===== config.mk =====
export PLATFORM = sky130hd
export DESIGN_NAME = archon_trace_capture_flat
export DESIGN_NICKNAME = d
export VERILOG_FILES = /design/src/rtl/archon_trace_capture_if.sv /design/src/rtl/archon_trace_capture.sv /design/src/flat_wrapper.sv
export SDC_FILE = /design/constraint.sdc
export NUM_CORES = 1
export LEC_CHECK = 0
export ABC_AREA = 0
export ABC_CLOCK_PERIOD_IN_PS = 6800
export CAP_MARGIN = 20
export CORE_ASPECT_RATIO = 1.1
export CORE_MARGIN = 4
export CORE_UTILIZATION = 55
export CTS_CLUSTER_DIAMETER = 40
export DETAILED_ROUTE_END_ITERATION = 8
export PLACE_DENSITY = 0.75
export SLEW_MARGIN = 20
export SYNTH_ARGS = -nofsm -noshare
export SYNTH_HDL_FRONTEND = slang
export SYNTH_SLANG_ARGS = --single-unit

===== constraint.sdc =====
create_clock -name clk -period 6.8 [get_ports clk]
set_clock_uncertainty 0.2 [all_clocks]
set_input_delay 1.36 -clock clk [delete_from_list [all_inputs] [get_ports clk]]
set_output_delay 1.36 -clock clk [all_outputs]
set_load 0.005 [all_outputs]

===== src/rtl/archon_trace_capture_if.sv =====
// ---------------------------------------------------------------------------
// archon_trace_capture_if
//   Groups the ARCHON debug bus, the capture controls, the trace read port
//   and the capture statistics into one bundle.
//
//   Signals:
//     capture_en, clear              capture control (master -> slave)
//     fsm_state, debug_pc,
//     debug_instr_type_log,
//     debug_entropy_log,
//     debug_stall/flush/lock/hazard  observed debug bus (master -> slave)
//     trace_valid, trace_data        head record (slave -> master)
//     trace_ready                    consumer accept (master -> slave)
//     fill_level, drop_count,
//     overflow                       statistics (slave -> master)
//
//   Handshake: a record transfers on every rising clk edge where
//   trace_valid && trace_ready. While trace_valid is high and trace_ready is
//   low, trace_data holds its value. trace_valid never depends on
//   trace_ready, and trace_data reads as zero whenever trace_valid is low.
//
//   Modports: master = debug source / trace consumer, slave = capture block.
// ---------------------------------------------------------------------------
interface archon_trace_capture_if #(
    parameter int DEPTH    = 16,
    parameter int TS_WIDTH = 16
);
    localparam int DW = 27 + TS_WIDTH;
    localparam int FW = $clog2(DEPTH) + 1;

    logic          capture_en;
    logic          clear;
    logic [1:0]    fsm_state;
    logic [3:0]    debug_pc;
    logic [2:0]    debug_instr_type_log;
    logic [7:0]    debug_entropy_log;
    logic          debug_stall;
    logic          debug_flush;
    logic          debug_lock;
    logic          debug_hazard;
    logic          trace_valid;
    logic          trace_ready;
    logic [DW-1:0] trace_data;
    logic [FW-1:0] fill_level;
    logic [7:0]    drop_count;
    logic          overflow;

    modport master (
        output capture_en, clear, fsm_state, debug_pc, debug_instr_type_log,
               debug_entropy_log, debug_stall, debug_flush, debug_lock,
               debug_hazard, trace_ready,
        input  trace_valid, trace_data, fill_level, drop_count, overflow
    );

    modport slave (
        input  capture_en, clear, fsm_state, debug_pc, debug_instr_type_log,
               debug_entropy_log, debug_stall, debug_flush, debug_lock,
               debug_hazard, trace_ready,
        output trace_valid, trace_data, fill_level, drop_count, overflow
    );
endinterface


===== src/rtl/archon_trace_capture.sv =====
// ---------------------------------------------------------------------------
// archon_trace_capture
//   Watches the ARCHON debug bus, timestamps every qualifying event (FSM
//   state change, stall/flush/lock rising edge) and buffers one record per
//   cycle in a first-word-fall-through FIFO drained over a valid/ready port.
//
//   Ports:
//     clk    system clock
//     rst_n  asynchronous active-low reset
//     bus    archon_trace_capture_if.slave (debug bus, controls, read port,
//            statistics)
//
//   Record, MSB to LSB:
//     timestamp, ev[3:0], pc[3:0], prev_state[1:0], fsm_state[1:0],
//     entropy_log[7:0], instr_type_log[2:0], {stall,flush,lock,hazard}
//
//   DEPTH must be a power of two and at least 2.
// ---------------------------------------------------------------------------
module archon_trace_capture #(
    parameter int DEPTH    = 16,
    parameter int TS_WIDTH = 16
) (
    input  logic                   clk,
    input  logic                   rst_n,
    archon_trace_capture_if.slave  bus
);
    localparam int AW = $clog2(DEPTH);
    localparam int DW = 27 + TS_WIDTH;

    // Pointers carry one extra wrap bit so full and empty are distinguishable.
    logic [AW:0]          wr_ptr_q, wr_ptr_d;
    logic [AW:0]          rd_ptr_q, rd_ptr_d;
    logic [AW:0]          fill_q, fill_d;
    logic [TS_WIDTH-1:0]  ts_q, ts_d;
    logic [7:0]           drop_q, drop_d;
    logic                 ovf_q, ovf_d;
    logic [1:0]           prev_state_q;
    logic                 prev_stall_q, prev_flush_q, prev_lock_q;
    logic [DW-1:0]        mem_q [DEPTH];

    logic [3:0]           ev;
    logic [DW-1:0]        rec;
    logic                 empty, full, pop, push_req, push_ok, drop_ev;

    always_comb begin
        ev[0] = bus.fsm_state != prev_state_q;
        ev[1] = bus.debug_stall & ~prev_stall_q;
        ev[2] = bus.debug_flush & ~prev_flush_q;
        ev[3] = bus.debug_lock  & ~prev_lock_q;

        rec = {ts_q, ev, bus.debug_pc, prev_state_q, bus.fsm_state,
               bus.debug_entropy_log, bus.debug_instr_type_log,
               bus.debug_stall, bus.debug_flush, bus.debug_lock,
               bus.debug_hazard};

        empty    = wr_ptr_q == rd_ptr_q;
        full     = (wr_ptr_q[AW-1:0] == rd_ptr_q[AW-1:0]) &&
                   (wr_ptr_q[AW] != rd_ptr_q[AW]);
        pop      = !empty && bus.trace_ready;
        push_req = bus.capture_en && (ev != 4'd0);
        // A pop in the same cycle frees the slot a full FIFO needs.
        push_ok  = push_req && (!full || pop);
        drop_ev  = push_req && full && !pop;
    end

    always_comb begin
        wr_ptr_d = wr_ptr_q + (AW+1)'(push_ok);
        rd_ptr_d = rd_ptr_q + (AW+1)'(pop);
        fill_d   = fill_q + (AW+1)'(push_ok) - (AW+1)'(pop);
        ts_d     = ts_q + TS_WIDTH'(1);
        drop_d   = (drop_ev && drop_q != 8'hFF) ? drop_q + 8'd1 : drop_q;
        ovf_d    = ovf_q | drop_ev;
        if (bus.clear) begin
            wr_ptr_d = '0;
            rd_ptr_d = '0;
            fill_d   = '0;
            ts_d     = '0;
            drop_d   = '0;
            ovf_d    = 1'b0;
        end
    end

    always_ff @(posedge clk or negedge rst_n) begin
        if (!rst_n) begin
            wr_ptr_q     <= '0;
            rd_ptr_q     <= '0;
            fill_q       <= '0;
            ts_q         <= '0;
            drop_q       <= '0;
            ovf_q        <= 1'b0;
            prev_state_q <= 2'b00;
            prev_stall_q <= 1'b0;
            prev_flush_q <= 1'b0;
            prev_lock_q  <= 1'b0;
        end else begin
            wr_ptr_q     <= wr_ptr_d;
            rd_ptr_q     <= rd_ptr_d;
            fill_q       <= fill_d;
            ts_q         <= ts_d;
            drop_q       <= drop_d;
            ovf_q        <= ovf_d;
            // Edge trackers follow the bus even when capture is off or
            // clearing, so re-enabling never reports a stale edge.
            prev_state_q <= bus.fsm_state;
            prev_stall_q <= bus.debug_stall;
            prev_flush_q <= bus.debug_flush;
            prev_lock_q  <= bus.debug_lock;
        end
    end

    // Storage needs no reset: empty pointers mask whatever it holds.
    always_ff @(posedge clk) begin
        if (push_ok && !bus.clear) begin
            mem_q[wr_ptr_q[AW-1:0]] <= rec;
        end
    end

    assign bus.trace_valid = !empty;
    assign bus.trace_data  = empty ? '0 : mem_q[rd_ptr_q[AW-1:0]];
    assign bus.fill_level  = fill_q;
    assign bus.drop_count  = drop_q;
    assign bus.overflow    = ovf_q;
endmodule


===== src/flat_wrapper.sv =====
// flat-port wrapper written by rule: the top's interface ports become plain ports
module archon_trace_capture_flat 
#(
    parameter int DEPTH    = 16,
    parameter int TS_WIDTH = 16
)
  (clk, rst_n, bus_capture_en, bus_clear, bus_fsm_state, bus_debug_pc, bus_debug_instr_type_log, bus_debug_entropy_log, bus_debug_stall, bus_debug_flush, bus_debug_lock, bus_debug_hazard, bus_trace_ready, bus_trace_valid, bus_trace_data, bus_fill_level, bus_drop_count, bus_overflow);
  archon_trace_capture_if #(.DEPTH(DEPTH), .TS_WIDTH(TS_WIDTH)) bus_i ();
  input  logic clk;
  input  logic rst_n;
  input wire logic [$bits(bus_i.capture_en)-1:0] bus_capture_en;
  input wire logic [$bits(bus_i.clear)-1:0] bus_clear;
  input wire logic [$bits(bus_i.fsm_state)-1:0] bus_fsm_state;
  input wire logic [$bits(bus_i.debug_pc)-1:0] bus_debug_pc;
  input wire logic [$bits(bus_i.debug_instr_type_log)-1:0] bus_debug_instr_type_log;
  input wire logic [$bits(bus_i.debug_entropy_log)-1:0] bus_debug_entropy_log;
  input wire logic [$bits(bus_i.debug_stall)-1:0] bus_debug_stall;
  input wire logic [$bits(bus_i.debug_flush)-1:0] bus_debug_flush;
  input wire logic [$bits(bus_i.debug_lock)-1:0] bus_debug_lock;
  input wire logic [$bits(bus_i.debug_hazard)-1:0] bus_debug_hazard;
  input wire logic [$bits(bus_i.trace_ready)-1:0] bus_trace_ready;
  output wire logic [$bits(bus_i.trace_valid)-1:0] bus_trace_valid;
  output wire logic [$bits(bus_i.trace_data)-1:0] bus_trace_data;
  output wire logic [$bits(bus_i.fill_level)-1:0] bus_fill_level;
  output wire logic [$bits(bus_i.drop_count)-1:0] bus_drop_count;
  output wire logic [$bits(bus_i.overflow)-1:0] bus_overflow;
  assign bus_i.capture_en = bus_capture_en;
  assign bus_i.clear = bus_clear;
  assign bus_i.fsm_state = bus_fsm_state;
  assign bus_i.debug_pc = bus_debug_pc;
  assign bus_i.debug_instr_type_log = bus_debug_instr_type_log;
  assign bus_i.debug_entropy_log = bus_debug_entropy_log;
  assign bus_i.debug_stall = bus_debug_stall;
  assign bus_i.debug_flush = bus_debug_flush;
  assign bus_i.debug_lock = bus_debug_lock;
  assign bus_i.debug_hazard = bus_debug_hazard;
  assign bus_i.trace_ready = bus_trace_ready;
  assign bus_trace_valid = bus_i.trace_valid;
  assign bus_trace_data = bus_i.trace_data;
  assign bus_fill_level = bus_i.fill_level;
  assign bus_drop_count = bus_i.drop_count;
  assign bus_overflow = bus_i.overflow;
  archon_trace_capture #(.DEPTH(DEPTH), .TS_WIDTH(TS_WIDTH)) u_core (.clk(clk), .rst_n(rst_n), .bus(bus_i));
endmodule

==> results of run 1 <==
==> area by class of cell <==
| class | count | area, um2 |
|---|---|---|
| Clock buffer | 108 | 2410 |
| Clock inverter | 59 | 609 |
| Fill cell | 3197 | 18100 |
| Inverter | 11 | 41.3 |
| Multi-Input combinational cell | 437 | 6380 |
| Sequential cell | 733 | 21800 |
| Tap cell | 667 | 835 |
| Timing Repair Buffer | 117 | 1130 |
==> metal layers <==
metal	track usage, %	up-vias	part of all wire (%)
met5	0	-	0.022
met4	6.70	2	2.2
met3	4.40	96	8.0
met2	36.7	644	51
met1	31.0	6976	38
li1	-	5538	-
==> worst min path at each step <==
stage                             startpoint                            end  slack (ns)  cells after the start
2_1_floorplan  u_core.bus.overflow$_DFF_PN0_  u_core.bus.overflow$_DFF_PN0_        0.29                      2
3_3_place_gp   u_core.bus.overflow$_DFF_PN0_  u_core.bus.overflow$_DFF_PN0_        0.31                      2
3_5_place_dp   u_core.bus.overflow$_DFF_PN0_  u_core.bus.overflow$_DFF_PN0_        0.31                      2
4_1_cts        u_core.bus.overflow$_DFF_PN0_  u_core.bus.overflow$_DFF_PN0_        0.33                      2
5_1_grt        u_core.bus.overflow$_DFF_PN0_  u_core.bus.overflow$_DFF_PN0_        0.38                      2
6_report       u_core.bus.overflow$_DFF_PN0_  u_core.bus.overflow$_DFF_PN0_        0.32                      2
==> flip-flops by register name (all words and copies together) (netlist names), 2 cells and up <==
signal	count
u_core.wr_ptr_q	5
u_core.mem_q	688
u_core.bus.fill_level	5
u_core.prev_state_q	2
u_core.bus.drop_count	8
u_core.ts_q	16
u_core.rd_ptr_q	5
==> cells in the mapped netlist, types with 2 or more instances <==
master    count  area share [%]
o21ai_0       7            0.12
nand4_1       6            0.13
dfrtp_1      45             4.0
buf_1        11            0.15
nor2_1       28            0.37
ha_1          9            0.40
buf_6         5            0.20
edfxtp_1    688              73
or4_1         4            0.11
and3_1        5            0.11
xnor2_1      11            0.34
nand2b_1      3           0.066
inv_1        11            0.15
a21oi_1      13            0.23
nor3_1       14            0.25
and4_1        4            0.12
clkbuf_1     24            0.32
buf_4        14            0.37
mux4_2      215              17
o31ai_1       4            0.11
nand3_1      12            0.21
xor2_1       18            0.55
buf_2         9            0.16
nand2_1      10            0.13
nor2b_1      51             1.1
a21o_1        2           0.053
nor4_1        4           0.088
or3_1         5            0.11
==> cell families after synthesis <==
logic type                 synth area share, %
adders and majority gates                0.466
and+or+nand+nor                           3.01
muxes                                     17.1
DFF                                       76.6
buffers and inverters                     1.33
AOI/OAI and AO/OA                        0.563
xor gates and xnor gates                 0.950
==> tightest hold or removal path, cell delays in order, from the launching register on <==
cell and delay (ns):
dfrtp_1 0.35, a21oi_1 0.05, nor2_1 0.08
==> per-stage QoR <==
stage | instances | hold WS, ns | power [W] | worst slack, ns | setup TNS, ns
6_report | 2132 | 0.325 | 0.0112 | 1.44 | 0
5_1_grt | 2132 | 0.377 | 0.0116 | 1.20 | 0
4_1_cts | 2132 | 0.327 | 0.0113 | 1.31 | 0
3_5_place_dp | 1965 | 0.310 | 0.00655 | 1.41 | 0
3_3_place_gp | 1965 | 0.306 | 0.00653 | 1.57 | 0
2_1_floorplan | 1244 | 0.286 | 0.00606 | -0.489 | -63.06
==> cell usage in the layout, fill, tap and decap left out, drive strengths merged, types with 8 or more instances in the layout <==
master         instances
bufinv                 8
xnor2                 12
ha                     9
xor2                  18
clkbuf               108
nand3                 12
mux4                 215
edfxtp               688
nor2b                 51
buf                   35
clkinv                28
nor3                  14
dfrtp                 45
clkdlybuf4s50         82
nor2                  28
a21oi                 13
nand2                 10
inv                   28
==> power by group through the flow <==
stage	logic [W]	clock network, W	registers [W]
after global routing	0.00151	0.00507	0.00505
after floorplan	0.000972	0	0.00509
after detailed placement	0.00141	0	0.00514
after global placement	0.00140	0	0.00513
after CTS	0.00143	0.00483	0.00505
final	0.00139	0.00476	0.00504
==> out/results.ini, run 1 <==
[worst_setup_path]
r2r-end = u_core.bus.fill_level[4]$_DFF_PN0_
end_kind = output port
critical_path_class = reg -> out
cp_slowest_stage_delay_ns = 0.91
cp-start-kind = flip-flop
startpoint = u_core.rd_ptr_q[0]$_DFF_PN0_
cp_slowest_cell = dfrtp_4
crit_required_ns = 5.24
reg2reg_slack_ns = 2.77
crit_chain = buf_12, mux4_2, mux4_2, nor2b_1, clkdlybuf4s50_1
reg2regPathDepth = 13
worst_path_dominant_cell_family = multiplexers
worstPathArrival_ns = 3.80
cp.buffers_inverters = 2
critPathMaxFanout = 53
crit_path_frequent_cell = mux4_2
crit_cells = 5
regToRegStartpoint = u_core.rd_ptr_q[0]$_DFF_PN0_
crit_end = bus_trace_data[42]

[worst_hold_path]
hold_path.class = reg -> reg

[drt]
viasPerCell = 6.22
wl_per_cell_um = 28.0
drtIter0Drc = 1552
first_pass_iters = 7
wl_um = 59800
postRouteAntennaNets = 0
vias = 13256
drcViolationCount = 0

[yosys]
netlist_instances = 1244
async_flop_share_pct = 6.14
syn_area_per_cell_um2 = 22.9
synth_nets = 1280
ys_seq_elements = 733
synth_flop_cell = edfxtp_1
synth_cell_type_count = 40
seq_area_frac_synth_pct = 76.6
synth_warnings = 0
mappedNetlistArea_um2 = 28400
synth-edff-count = 688

[timing]
slew_headroom_pct = 27.5
fin_crit_sh_pct = 78.9
min_period_ns = 5.36
worst_pin_slew_ns = 1.09
setup_viol = 0
rsz0062_at_grt = false
hold_violations = 0
slew_violations = 0
max_freq_mhz = 186

[clocking]
cts_hold_buf = 0
clk_pin_slew_ns = 0.06
cts_tree = done
cts-resized-gates = 0
clk_latency_ns = 0.62
clock_path_buffers = 3
cts_buffers = 89
clkSinkCount = 733
cts_root_buf = clkbuf_16
cts_max_level = 3
post_cts_buffers = 0

[placed_design]
hpwl_um = 28300
port_buffers = 83
place_area_um2 = 30200
gp_congestion = 0.730

[run]
max_cap_violations = 0

[power_and_ir_drop]
ir_drop_v = 0.000260
cellInternalPower_w = 0.00864
p_clk_share_pct = 42.5
switching_share_pct = 22.9
power.switching_w = 0.00256
pwr-share-comb_pct = 12.5
power_density_nw_per_um2 = 337
leakage_nw = 10.5
seqPwrFrac_pct = 45.0

[grt]
grt_antenna_before_repair = 1
grt_first_pass_wirelength_um = 91600
grt_util_all_layers_pct = 22.3
grt_pass1_vias = 14349
grt_max_degree = 175
gr-total-overflow = 0

[floorplanning]
die_area_um2 = 55400
ios = 84
num_rows = 87
die_h_um = 247
dieWidth_um = 225
fp.coreArea_um2 = 51300
start_util_pct = 55.5

[finish]
final_nets = 1425
syn_to_final_growth_pct = 16.7
antenna_cells = 0
post-route-util_pct = 64.8
drive_gt1_share_pct = 28.9
final_area_um2 = 33200

[outcome]
status = completed

(Power assumes the default switching activity.)
==> run 2, diff against run 1 <==
--- a/config.mk
+++ b/config.mk
@@ -6,7 +6,7 @@
 export NUM_CORES = 1
 export LEC_CHECK = 0
 export ABC_AREA = 0
-export ABC_CLOCK_PERIOD_IN_PS = 6800
+export ABC_CLOCK_PERIOD_IN_PS = 4510
 export CAP_MARGIN = 20
 export CORE_ASPECT_RATIO = 1.1
 export CORE_MARGIN = 4
==> constraint.sdc (replaced) <==
create_clock -name clk -period 4.51 [get_ports clk]
set_clock_uncertainty 0.2 [all_clocks]
set_input_delay 0.902 -clock clk [delete_from_list [all_inputs] [get_ports clk]]
set_output_delay 0.902 -clock clk [all_outputs]
set_load 0.005 [all_outputs]
==> run 2 against run 1 <==
- clock power rose by 44%
- via count rose by 2.9%
- sequential cell count is the same
- combinational power grew 61%
- register-to-register slack worse by 1.6 ns
- critical path type unchanged
- highest routed layer is now met4
==> out/results.ini, run 2 (synthesized netlist as in run 1, its figures left out) <==
[grt]
grt_antenna_before_repair = 0
grt_pass1_vias = 14397
grt_util_all_layers_pct = 23.2
gr-total-overflow = 0
grt_first_pass_wirelength_um = 94300
grt_max_degree = 46

[power_and_ir_drop]
leakage_nw = 10.6
power_density_nw_per_um2 = 498
finalPower_w = 0.0167
ir_drop_v = 0.000359

[clocking]
cts_tree = done
clk_pin_slew_ns = 0.06
clk_latency_ns = 0.62
clock_path_buffers = 3
cts_buffers = 85
cts_max_level = 3
clkSinkCount = 733
cts_root_buf = clkbuf_16

[finish]
syn_to_final_growth_pct = 17.8
post-route-util_pct = 65.4
final_nets = 1446
antenna_cells = 0
final_cell_mix = 688 x edfxtp_1, 215 x mux4_2, 87 x clkbuf_16, 82 x clkdlybuf4s50_1, 51 x nor2b_1
final_cells = 2149
largest_reg_flops = 688
drive_gt1_share_pct = 30.0
mostFrequentLayoutCell = edfxtp_1

[drt]
first_pass_iters = 5
postRouteAntennaNets = 0
wl_um = 63800
drcViolationCount = 0
viasPerCell = 6.35
vias = 13637
drtIter0Drc = 1644
wl_per_cell_um = 29.7

[floorplanning]
ios = 84
num_rows = 87
die_area_um2 = 55400
start_util_pct = 55.5
fp.coreArea_um2 = 51300
dieWidth_um = 225
die_h_um = 247

[worst_setup_path]
crit_required_ns = 3.41
worstPathArrival_ns = 3.27
startpoint = u_core.rd_ptr_q[0]$_DFF_PN0_
cp-start-kind = flip-flop
critical_path_class = reg -> out
regToRegStartpoint = u_core.rd_ptr_q[0]$_DFF_PN0_
end_kind = output port
critPathMaxFanout = 41

[timing]
setup_viol = 0
hold_violations = 0
max_freq_mhz = 229
slew_headroom_pct = 40.2
slew_violations = 0
rsz0062_at_grt = false
worst_pin_slew_ns = 0.897
setup_tns_ns = 0
min_period_ns = 4.38
fin_crit_sh_pct = 97.0

[placed_design]
placedCellCount = 1988
gp_congestion = 0.734
hpwl_um = 31300
port_buffers = 83

[worst_hold_path]
hold_path.class = in -> async

[run]
max_cap_violations = 0

[outcome]
status = completed

==> run 2: where the power goes <==
part / switching (W) / internal [W]
clock network: 0.00280 / 0.00407
logic: 0.000995 / 0.00124
registers: 0.0000715 / 0.00749
==> run 2: worst paths after layout <==
path	endpoint	cells past startpoint	slack [ns]
setup / recovery	bus_trace_data[37]	5	0.13
hold reg to reg	u_core.bus.overflow$_DFF_PN0_	2	0.34
setup reg to reg	u_core.bus.fill_level[4]$_DFF_PN0_	14	1.13
max in group asynchronous	u_core.ts_q[7]$_DFF_PN0_	2	3.17
min in group clk	u_core.bus.overflow$_DFF_PN0_	2	0.34
hold / removal	u_core.bus.fill_level[3]$_DFF_PN0_	1	0.21
==> run 2: area by class of cell <==
cell class,instances,area (um2)
Inverter,11,41.3
Sequential cell,733,21800
Fill cell,3114,17800
Timing Repair Buffer,142,1550
Clock inverter,64,672
Clock buffer,95,2210
Tap cell,667,835
Multi-Input combinational cell,437,6410
==> run 2: through the flow <==
step	hold WS, ns	setup WS (ns)	area (um2)
finish	0.211	0.134	33500
global route	0.274	0.0134	33500
CTS	0.236	-0.0328	33500
detailed placement	0.319	0.540	30600
global placement	0.315	0.609	30600
floorplan	0.286	-1.33	28500
==> run 2: timing repair <==
action	CTS	global route
endpoints found under the hold margin	0	0
buffers inserted	0	2
setup endpoints to repair	10	28
resized for setup	0	3
hold buffers	0	0
==> run 2: routing by layer <==
metal | global-route usage (%) | routed length (um) | vias to the layer above
met5 | 0 | 0 | -
met4 | 6.27 | 1260 | 0
met3 | 3.90 | 4900 | 96
met2 | 37.9 | 32900 | 702
met1 | 33.4 | 24700 | 7262
li1 | - | - | 5577
==> run 2: worst max-delay path: stages, from the launching register on <==
cell and delay (ns):
dfrtp_4 0.57, buf_16 0.33, mux4_2 0.58, mux4_2 0.51, nor2b_1 0.17, clkdlybuf4s50_1 0.48
==> run 3, diff against run 2 <==
--- a/config.mk
+++ b/config.mk
@@ -11,7 +11,7 @@
 export CORE_ASPECT_RATIO = 1.1
 export CORE_MARGIN = 4
 export CORE_UTILIZATION = 55
-export CTS_CLUSTER_DIAMETER = 40
+export CTS_CLUSTER_DIAMETER = 120
 export DETAILED_ROUTE_END_ITERATION = 8
 export PLACE_DENSITY = 0.75
 export SLEW_MARGIN = 20
==> run 3 against run 2 <==
- register-to-register slack gained 0.02 ns
- core utilization shrank 1.2 points
- maximum frequency shrank 0.37%
- die area is the same
- non-clock buffer count shrank 1
==> out/results.ini, run 3 (synthesized netlist as in run 1, its figures left out) <==
[outcome]
status = completed

[timing]
slew_violations = 0
setup_viol = 0
slew_headroom_pct = 40.7
max_freq_mhz = 228
hold_violations = 0
worst_pin_slew_ns = 0.889
min_period_ns = 4.39
rsz0062_at_grt = false
worst_hold_slack_ns = 0.230
setup_tns_ns = 0
fin_crit_sh_pct = 97.4

[floorplanning]
die_area_um2 = 55400
die_h_um = 247
ios = 84
dieWidth_um = 225
start_util_pct = 55.5
num_rows = 87
fp.coreArea_um2 = 51300

[placed_design]
placedCellCount = 1988
gp_congestion = 0.734
hpwl_um = 31300
port_buffers = 83
place_area_um2 = 30600

[grt]
grt_max_degree = 46
grt_first_pass_wirelength_um = 95000
gr-total-overflow = 0
grt_antenna_before_repair = 1
grt_pass1_vias = 14298
grt_util_all_layers_pct = 23.5

[worst_setup_path]
end_kind = output port
crit_required_ns = 3.41
worstPathArrival_ns = 3.29
critical_path_class = reg -> out
cp-start-kind = flip-flop
critPathMaxFanout = 26

[finish]
drive_gt1_share_pct = 27.5
syn_to_final_growth_pct = 15.6
largest_reg_flops = 688
mostFrequentLayoutCell = edfxtp_1
final_cells = 2118
n_fill_cell = 3208
final_area_um2 = 32900
multi_input_area_um2 = 6410
antenna_cells = 0
ff_latch_area_um2 = 21800
final_nets = 1430
post-route-util_pct = 64.2
final_cell_mix = 688 x edfxtp_1, 215 x mux4_2, 81 x clkdlybuf4s50_1, 73 x clkbuf_16, 51 x nor2b_1

[power_and_ir_drop]
ir_drop_v = 0.000296
power_density_nw_per_um2 = 474
leakage_nw = 10.3

[worst_hold_path]
hold_path.class = in -> async

[clocking]
clk_latency_ns = 0.60
clock_path_buffers = 3
cts_buffers = 70
cts_tree = done
cts_root_buf = clkbuf_16
clkSinkCount = 733
clk_pin_slew_ns = 0.07
cts_max_level = 3

[drt]
vias = 13546
wl_um = 63300
wl_per_cell_um = 29.9
viasPerCell = 6.40
drcViolationCount = 0
first_pass_iters = 6
postRouteAntennaNets = 0
drtIter0Drc = 1841

[run]
max_cap_violations = 0

-- run 3: cell count changes in the layout (fill, tap and decap cells not counted), moves of 3 or more --
| cell | before | now |
|---|---|---|
| clkbuf_16 | 87 | 73 |
| clkbuf_1 | 8 | 16 |
| clkinv_4 | 8 | 0 |
| clkinvlp_4 | 9 | 1 |
| inv_6 | 12 | 4 |
| clkinv_1 | 9 | 15 |
| inv_8 | 5 | 0 |
| clkinv_8 | 3 | 0 |
-- run 3: per-stage QoR --
step	power, W	setup WS, ns
6_report	0.0156	0.118
5_1_grt	0.0162	0.00374
4_1_cts	0.0157	0.0571
3_5_place_dp	0.00993	0.540
3_3_place_gp	0.00991	0.609
2_1_floorplan	0.00914	-1.33
-- run 3: final timing paths --
kind                                               start                                  to  slack, ns  cells after the start
max in group asynchronous                          rst_n        u_core.prev_lock_q$_DFF_PN0_       3.15                      2
max reg2reg                 u_core.rd_ptr_q[0]$_DFF_PN0_  u_core.bus.fill_level[4]$_DFF_PN0_       1.15                     14
min                                                rst_n  u_core.bus.fill_level[3]$_DFF_PN0_       0.23                      1
min in group clk           u_core.bus.overflow$_DFF_PN0_       u_core.bus.overflow$_DFF_PN0_       0.33                      2
max                         u_core.rd_ptr_q[0]$_DFF_PN0_                  bus_trace_data[33]       0.12                      5
min reg2reg                u_core.bus.overflow$_DFF_PN0_       u_core.bus.overflow$_DFF_PN0_       0.33                      2
-- run 3: layout make-up --
cell class | count | share of cell area, %
clock buffers | 90 | 5.78
inverters | 11 | 0.126
flip-flops and latches | 733 | 66.3
multi-input cells | 437 | 19.5
repair buffers | 141 | 4.69
clock inverters | 39 | 1.12
well taps | 667 | 2.54
-- run 3: per-layer routing --
metal  track usage (%)  share of wire (%)  routed length, um
met5                 0              0.022                 14
met4              6.67                2.3               1430
met1              33.1                 39              24400
met2              39.0                 52              32600
met3              3.63                7.6               4790
-- run 3: worst max-delay path, stage by stage, from the launching register on --
cell and delay (ns):
dfrtp_4 0.57, buf_12 0.28, mux4_2 0.57, mux4_2 0.50
nor2b_1 0.22, clkdlybuf4s50_1 0.53
-- run 3: power by group --
| part | internal [W] | switching, W | leakage [nW] |
|---|---|---|---|
| sequential | 0.00749 | 0.0000718 | 6.87 |
| clock | 0.00339 | 0.00243 | 1.11 |
| combinational | 0.00123 | 0.000985 | 2.34 |
-- run 3: repair_timing --
action | in CTS | in global routing
setup buffers | 1 | 0
endpoints found under the setup margin | 4 | 1
gates resized for setup | 2 | 1
hold buffers | 0 | 0
gates cloned | 0 | 0
